<file path="config.mk">
export PLATFORM = sky130hd
export DESIGN_NAME = instruction_sequencer
export DESIGN_NICKNAME = d
export VERILOG_FILES = /design/src/rtl/instruction_sequencer_pkg.sv /design/src/rtl/instr_mem_read_port.sv /design/src/rtl/instruction_sequencer.sv
export SDC_FILE = /design/constraint.sdc
export NUM_CORES = 1
export LEC_CHECK = 0
export ABC_AREA = 1
export BUFFER_PORTS_ARGS = -buffer_cell sky130_fd_sc_hd__buf_2
export CAP_MARGIN = 30
export CORE_ASPECT_RATIO = 1.4
export CORE_MARGIN = 3
export CORE_UTILIZATION = 50
export DETAILED_ROUTE_END_ITERATION = 6
export PLACE_DENSITY = 0.87
export REMOVE_ABC_BUFFERS = 1
export SYNTH_ARGS = -nofsm -noshare
export SYNTH_HDL_FRONTEND = slang
export SYNTH_SLANG_ARGS = --single-unit
</file>
<file path="constraint.sdc">
create_clock -name clock -period 2.5 [get_ports clock]
set_input_delay 0.25 -clock clock [delete_from_list [all_inputs] [get_ports clock]]
set_output_delay 0.25 -clock clock [all_outputs]
set_load 0.05 [all_outputs]
</file>
<file path="src/rtl/instruction_sequencer_pkg.sv">
// Shared definitions for the instruction sequencer: instruction field layout, the halt
// opcode, sequencer states and the field decode helper.
package instruction_sequencer_pkg;

    localparam int unsigned InstrBits = 18;
    localparam int unsigned OpLsb     = 14;
    localparam int unsigned OpW       = 4;
    localparam int unsigned Rid1Lsb   = 11;
    localparam int unsigned Rid2Lsb   = 8;
    localparam int unsigned RidW      = 3;
    localparam int unsigned ImmLsb    = 0;
    localparam int unsigned ImmW      = 8;

    localparam logic [OpW-1:0] HALT_OP = 4'hF;

    typedef enum logic [2:0] {
        StIdle,
        StFetch,
        StWait,
        StIssue,
        StStepWait,
        StDone,
        StError
    } state_e;

    typedef struct packed {
        logic [OpW-1:0]  op;
        logic [RidW-1:0] rid1;
        logic [RidW-1:0] rid2;
        logic [ImmW-1:0] imm;
    } instr_t;

    function automatic instr_t decode(input logic [InstrBits-1:0] word);
        instr_t d;
        d.op   = word[OpLsb +: OpW];
        d.rid1 = word[Rid1Lsb +: RidW];
        d.rid2 = word[Rid2Lsb +: RidW];
        d.imm  = word[ImmLsb +: ImmW];
        return d;
    endfunction

endpackage

</file>
<file path="src/rtl/instr_mem_read_port.sv">
// Registered word mux over the flattened instruction store: data for addr appears one
// cycle after addr is presented; addresses beyond the store read as zero.
module instr_mem_read_port #(
    parameter int unsigned DEPTH   = 10,
    parameter int unsigned INSTR_W = 18,
    parameter int unsigned ADDR_W  = 4
) (
    input  logic                     clock,
    input  logic                     reset,
    input  logic [ADDR_W-1:0]        addr,
    input  logic [DEPTH*INSTR_W-1:0] mem_flat,
    output logic [INSTR_W-1:0]       rd_data
);

    logic [INSTR_W-1:0] rd_data_q, rd_data_d;

    always_comb begin
        rd_data_d = '0;
        for (int unsigned k = 0; k < DEPTH; k++) begin
            if (addr == ADDR_W'(k)) begin
                rd_data_d = mem_flat[k*INSTR_W +: INSTR_W];
            end
        end
    end

    always_ff @(posedge clock) begin
        if (reset) begin
            rd_data_q <= '0;
        end else begin
            rd_data_q <= rd_data_d;
        end
    end

    assign rd_data = rd_data_q;

endmodule

</file>
<file path="src/rtl/instruction_sequencer.sv">
// Walks the PC over the stored program, decodes each fetched word and hands it to the
// execute stage over a valid/ready handshake, in free-run or single-step mode.
module instruction_sequencer
    import instruction_sequencer_pkg::*;
#(
    parameter int unsigned DEPTH   = 10,
    parameter int unsigned INSTR_W = 18,
    parameter int unsigned ADDR_W  = 4
) (
    input  logic                     clock,
    input  logic                     reset,
    input  logic [DEPTH*INSTR_W-1:0] mem_flat,
    input  logic [ADDR_W-1:0]        instr_last,
    input  logic                     start,
    input  logic                     step_mode,
    input  logic                     step,
    output logic                     issue_valid,
    input  logic                     issue_ready,
    output logic [3:0]               op_code,
    output logic [2:0]               reg_id1,
    output logic [2:0]               reg_id2,
    output logic [7:0]               imm_value,
    input  logic                     jump_valid,
    input  logic [ADDR_W-1:0]        jump_target,
    output logic [ADDR_W-1:0]        pc,
    output logic                     busy,
    output logic                     done,
    output logic                     error
);

    localparam logic [ADDR_W-1:0] LastAddr = ADDR_W'(DEPTH - 1);

    state_e              state_q, state_d;
    logic [ADDR_W-1:0]   pc_q, pc_d;
    instr_t              fields_q, fields_d;
    logic [INSTR_W-1:0]  rd_data;
    instr_t              rd_fields;
    state_e              after_issue;

    // The read port is always addressed by pc; the word sampled in FETCH is used in WAIT.
    instr_mem_read_port #(
        .DEPTH  (DEPTH),
        .INSTR_W(INSTR_W),
        .ADDR_W (ADDR_W)
    ) u_read_port (
        .clock   (clock),
        .reset   (reset),
        .addr    (pc_q),
        .mem_flat(mem_flat),
        .rd_data (rd_data)
    );

    assign rd_fields   = decode(rd_data);
    assign after_issue = step_mode ? StStepWait : StFetch;

    always_comb begin
        state_d  = state_q;
        pc_d     = pc_q;
        fields_d = fields_q;
        unique case (state_q)
            StIdle, StDone: begin
                if (start) begin
                    if (instr_last > LastAddr) begin
                        state_d = StError;
                    end else begin
                        state_d = StFetch;
                        pc_d    = '0;
                    end
                end
            end
            StFetch: state_d = StWait;
            StWait: begin
                fields_d = rd_fields;
                state_d  = (rd_fields.op == HALT_OP) ? StDone : StIssue;
            end
            StIssue: begin
                if (issue_ready) begin
                    if (jump_valid) begin
                        if (jump_target > instr_last) begin
                            state_d = StError;
                        end else begin
                            pc_d    = jump_target;
                            state_d = after_issue;
                        end
                    end else if (pc_q == instr_last) begin
                        state_d = StDone;
                    end else begin
                        pc_d    = pc_q + ADDR_W'(1);
                        state_d = after_issue;
                    end
                end
            end
            StStepWait: if (step) state_d = StFetch;
            StError:    state_d = StError;
            default:    state_d = StIdle;
        endcase
    end

    always_ff @(posedge clock) begin
        if (reset) begin
            state_q  <= StIdle;
            pc_q     <= '0;
            fields_q <= '0;
        end else begin
            state_q  <= state_d;
            pc_q     <= pc_d;
            fields_q <= fields_d;
        end
    end

    assign issue_valid = (state_q == StIssue);
    assign op_code     = fields_q.op;
    assign reg_id1     = fields_q.rid1;
    assign reg_id2     = fields_q.rid2;
    assign imm_value   = fields_q.imm;
    assign pc          = pc_q;
    assign busy        = (state_q == StFetch) || (state_q == StWait) ||
                         (state_q == StIssue) || (state_q == StStepWait);
    assign done        = (state_q == StDone);
    assign error       = (state_q == StError);

endmodule

</file>
==> key figures <==
Setup path
  – Most used cell, CP: nand2_1
  – Max incr delay on CP: around 540 ps
  – Kind of start point of the critical path: flip-flop
  – CP required: 2710 ps
  – CP Class: reg -> reg
  – CP cell instances: ha_1 > nand3_2 > o21ai_0 > inv_1 > nand3_1 > nand2_1 > nand2_1 > nand2_1 > a21oi_2
  – Worst Setup End Kind: flip-flop
  – Critical Path Fanout Max: 36
  – CP delay by family, top: simple AND/OR/NAND/NOR gates
  – CP Buf/Inv Count: 1
  – Crit path arrival time: between 2000 and 2500 ps
  – CP max-delay cell: nand3_2

Clock network
  – CTS H-tree lvls: 2
  – CTS clk-pin slew, worst paths: about 60 ps
  – Clock root buffer: clkbuf_16
  – Cts bufs inserted: 5
  – Max clock buf depth: 2
  – Clock Latency Late Sink: approximately 280 ps
  – TritonCTS Sinks: 43
  – CTS tree: built
  – Post-CTS setup buffer count: 0
  – CTS resizes: 0
  – CTS Hold Bufs: 0

STA
  – Slew Viols, Final: 0
  – Final Hold Viols: 0
  – Final clock skew: approximately 3.5 ps
  – Tcrit/Tclk final: 88.3%
  – Unrepaired setup endpoints after global routing: no
  – Setup_tns: 0 ps
  – Final setup vio count: 0
  – Max_slew headroom: approximately three fifths
  – Fin crit period: between 2000 and 2500 ps
  – Fmax: 453 MHz
  – Least-Margin Pin Slew: about 610 ps

Pwr
  – Leak: 3.04 nW
  – Cell-internal power: ~2.5 mW
  – Sequential power share: between 20% and 30%
  – Pwr Density: slightly above 900 nW/µm²
  – Maximum vdd drop: between 0.7 and 0.8 mV
  – Combinational Power Share: between 60 and 70%
  – Clock power share: between 10% and 20%
  – Switching Share: 50.9%
  – Psw: around 2.6 mW

Global routing
  – Initial antenna violation count: 0
  – First-pass GRT wire length: about 22,000 µm
  – Grt ovf: 0
  – Pin count of the biggest net entering global routing: 37
  – Vias in the first global route: around 4,900
  – All-Layer GR Usage: 28.0%

Cells and area
  – Fin nets: approximately 1,100
  – ANT cells: 0
  – Synthesis-to-layout area growth: 28.6%
  – Layout cells sized above 1: ~31%
  – Final Util: between 60% and 70%
  – FILL cells: ~800

Detailed routing
  – First-pass iteration count of the detailed router: 6
  – DR vias: ~5,200
  – DRC: 0
  – WL/cell: 13.6 µm
  – Metal1 wirelength: 5510 µm
  – Met3 Wirelength: approximately 1100 µm
  – DR iter-0 viols: around 320
  – Met2 routed WL: around 7100 µm
  – Final wirelength: approximately 14,000 µm
  – Routed vias/inst: a little over 5
  – Antenna Nets Post-Route: 0
  – Max layer used: met4

Flow run
  – # Max-Cap Violations: 0

Synthesis
  – EDFF count, synth: 0
  – Avg Inst Size Synth: ~5.8 µm²
  – Sequential fraction of the synthesis area: about a fifth
  – Area contributors post-synth: dfxtp_1, nand2_1, nand3_1
  – Top-count cell post-synth: nand2_1
  – Synth cell types: 33
  – Post-Syn Area: roughly 4300 µm²
  – Area leader, netlist: dfxtp_1
  – Synth Instances: roughly 740
  – Synth top cells by count: nand2_1, inv_1, nand3_1
  – Post-synth ARST share: 0%
  – Top FF cell, synth: dfxtp_1
  – Yosys top cell area share: 20.2%
  – Yosys reg bits: between 40 and 50
  – Synthesis Warnings: 0

Placement
  – RePlAce Congestion: 0.970
  – I/O Buffers: 220
  – Dpl hpwl: between 10,000 and 15,000 µm

Floorplan
  – IO Count: between 200 and 250
  – Initial Utilization: approximately half
  – Die area: 9670 µm²
  – Die width: roughly 84 µm
  – CORE AREA: 8250 µm²
  – Row count: 39
  – Die Y: between 100 and 150 µm

Status
  – Status: complete, no violations

Worst hold path
  – HP Class: in -> reg
-- cells in the final DEF, fill, tap and decap left out, types with 2 or more instances in the layout --
| master | n |
|---|---|
| xor2_1 | 5 |
| or2_2 | 18 |
| nor2_1 | 50 |
| dfxtp_1 | 43 |
| nand2_1 | 195 |
| o21ai_0 | 64 |
| nor2_8 | 2 |
| nand3_1 | 101 |
| nand3_2 | 4 |
| a21oi_1 | 27 |
| nand3b_1 | 18 |
| nor2_2 | 2 |
| inv_2 | 5 |
| a21oi_2 | 19 |
| buf_2 | 220 |
| ha_1 | 8 |
| inv_1 | 128 |
| clkbuf_16 | 5 |
| buf_4 | 8 |
-- layout make-up --
| class | instances | area [µm²] | area share (%) |
|---|---|---|---|
| Multi-Input combinational cell | 522 | 2630 | 48.1 |
| Tap cell | 102 | 128 | 2.33 |
| Sequential cell | 43 | 861 | 15.7 |
| Inverter | 133 | 499 | 9.12 |
| Clock buffer | 6 | 139 | 2.54 |
| Clock inverter | 2 | 35.0 | 0.640 |
| Timing Repair Buffer | 229 | 1180 | 21.6 |
-- power by group through the flow --
stage / combinational (mW) / clock (mW) / sequential [mW]
floorplan: 2.17 / 0 / 1.25
global placement: 3.23 / 0 / 1.06
detailed placement: 3.28 / 0 / 1.06
CTS: 3.30 / 0.761 / 1.05
global route: 3.72 / 0.789 / 1.08
finish: 3.31 / 0.754 / 1.05
-- worst min-delay path, stage by stage --
cell and delay, ps:
buf_2 70, o21ai_0 90, a21oi_2 100
-- logic make-up after synthesis --
family,after synthesis,share of synthesized area (%)
AND/OR/NAND/NOR,395,43.0
AO/OA/AOI/OAI,113,15.2
flip-flops,43,20.2
adder cells (fa/ha/maj),8,2.35
XOR/XNOR,6,1.23
buffers and inverters,172,18.0
-- state kept, by name, indices dropped and copies added, names as in the netlist --
signal / flops
u_read_port.rd_data: 18
imm_value: 8
op_code: 4
pc: 4
reg_id1: 3
reg_id2: 3
state_q: 3
-- worst paths after layout --
| check | cells after the start | end | from | slack, ps |
|---|---|---|---|---|
| worst max-delay path | 9 | u_read_port.rd_data[3]$_SDFF_PP0_ | pc[0]$_SDFFE_PP0P_ | 290 |
| worst min-delay path | 3 | u_read_port.rd_data[1]$_SDFF_PP0_ | mem_flat[163] | 260 |
| worst max register to register | 9 | u_read_port.rd_data[3]$_SDFF_PP0_ | pc[0]$_SDFFE_PP0P_ | 290 |
| worst min register to register | 2 | imm_value[7]$_SDFFE_PP0P_ | imm_value[7]$_SDFFE_PP0P_ | 460 |
-- metrics by stage --
stage                     setup WS [ps]  hold slack, ps  instance area [µm²]  power [mW]  instances
after detailed placement            343             452                 5300        4.34       1029
after CTS                           293             263                 5470        5.11       1037
final                               294             263                 5470        5.11       1037
after global routing               33.1             288                 5470        5.59       1037
after floorplan                   -23.0             319                 3990        3.42        698
after global placement              417             445                 5300        4.29       1029
-- layer usage --
metal | vias up | track usage [%]
li1 | 2689 | -
met3 | 29 | 4.59
met5 | - | 0
met2 | 253 | 50.2
met4 | 0 | 10.3
met1 | 2251 | 33.6
No activity file was read; power rests on OpenSTA's default activity.
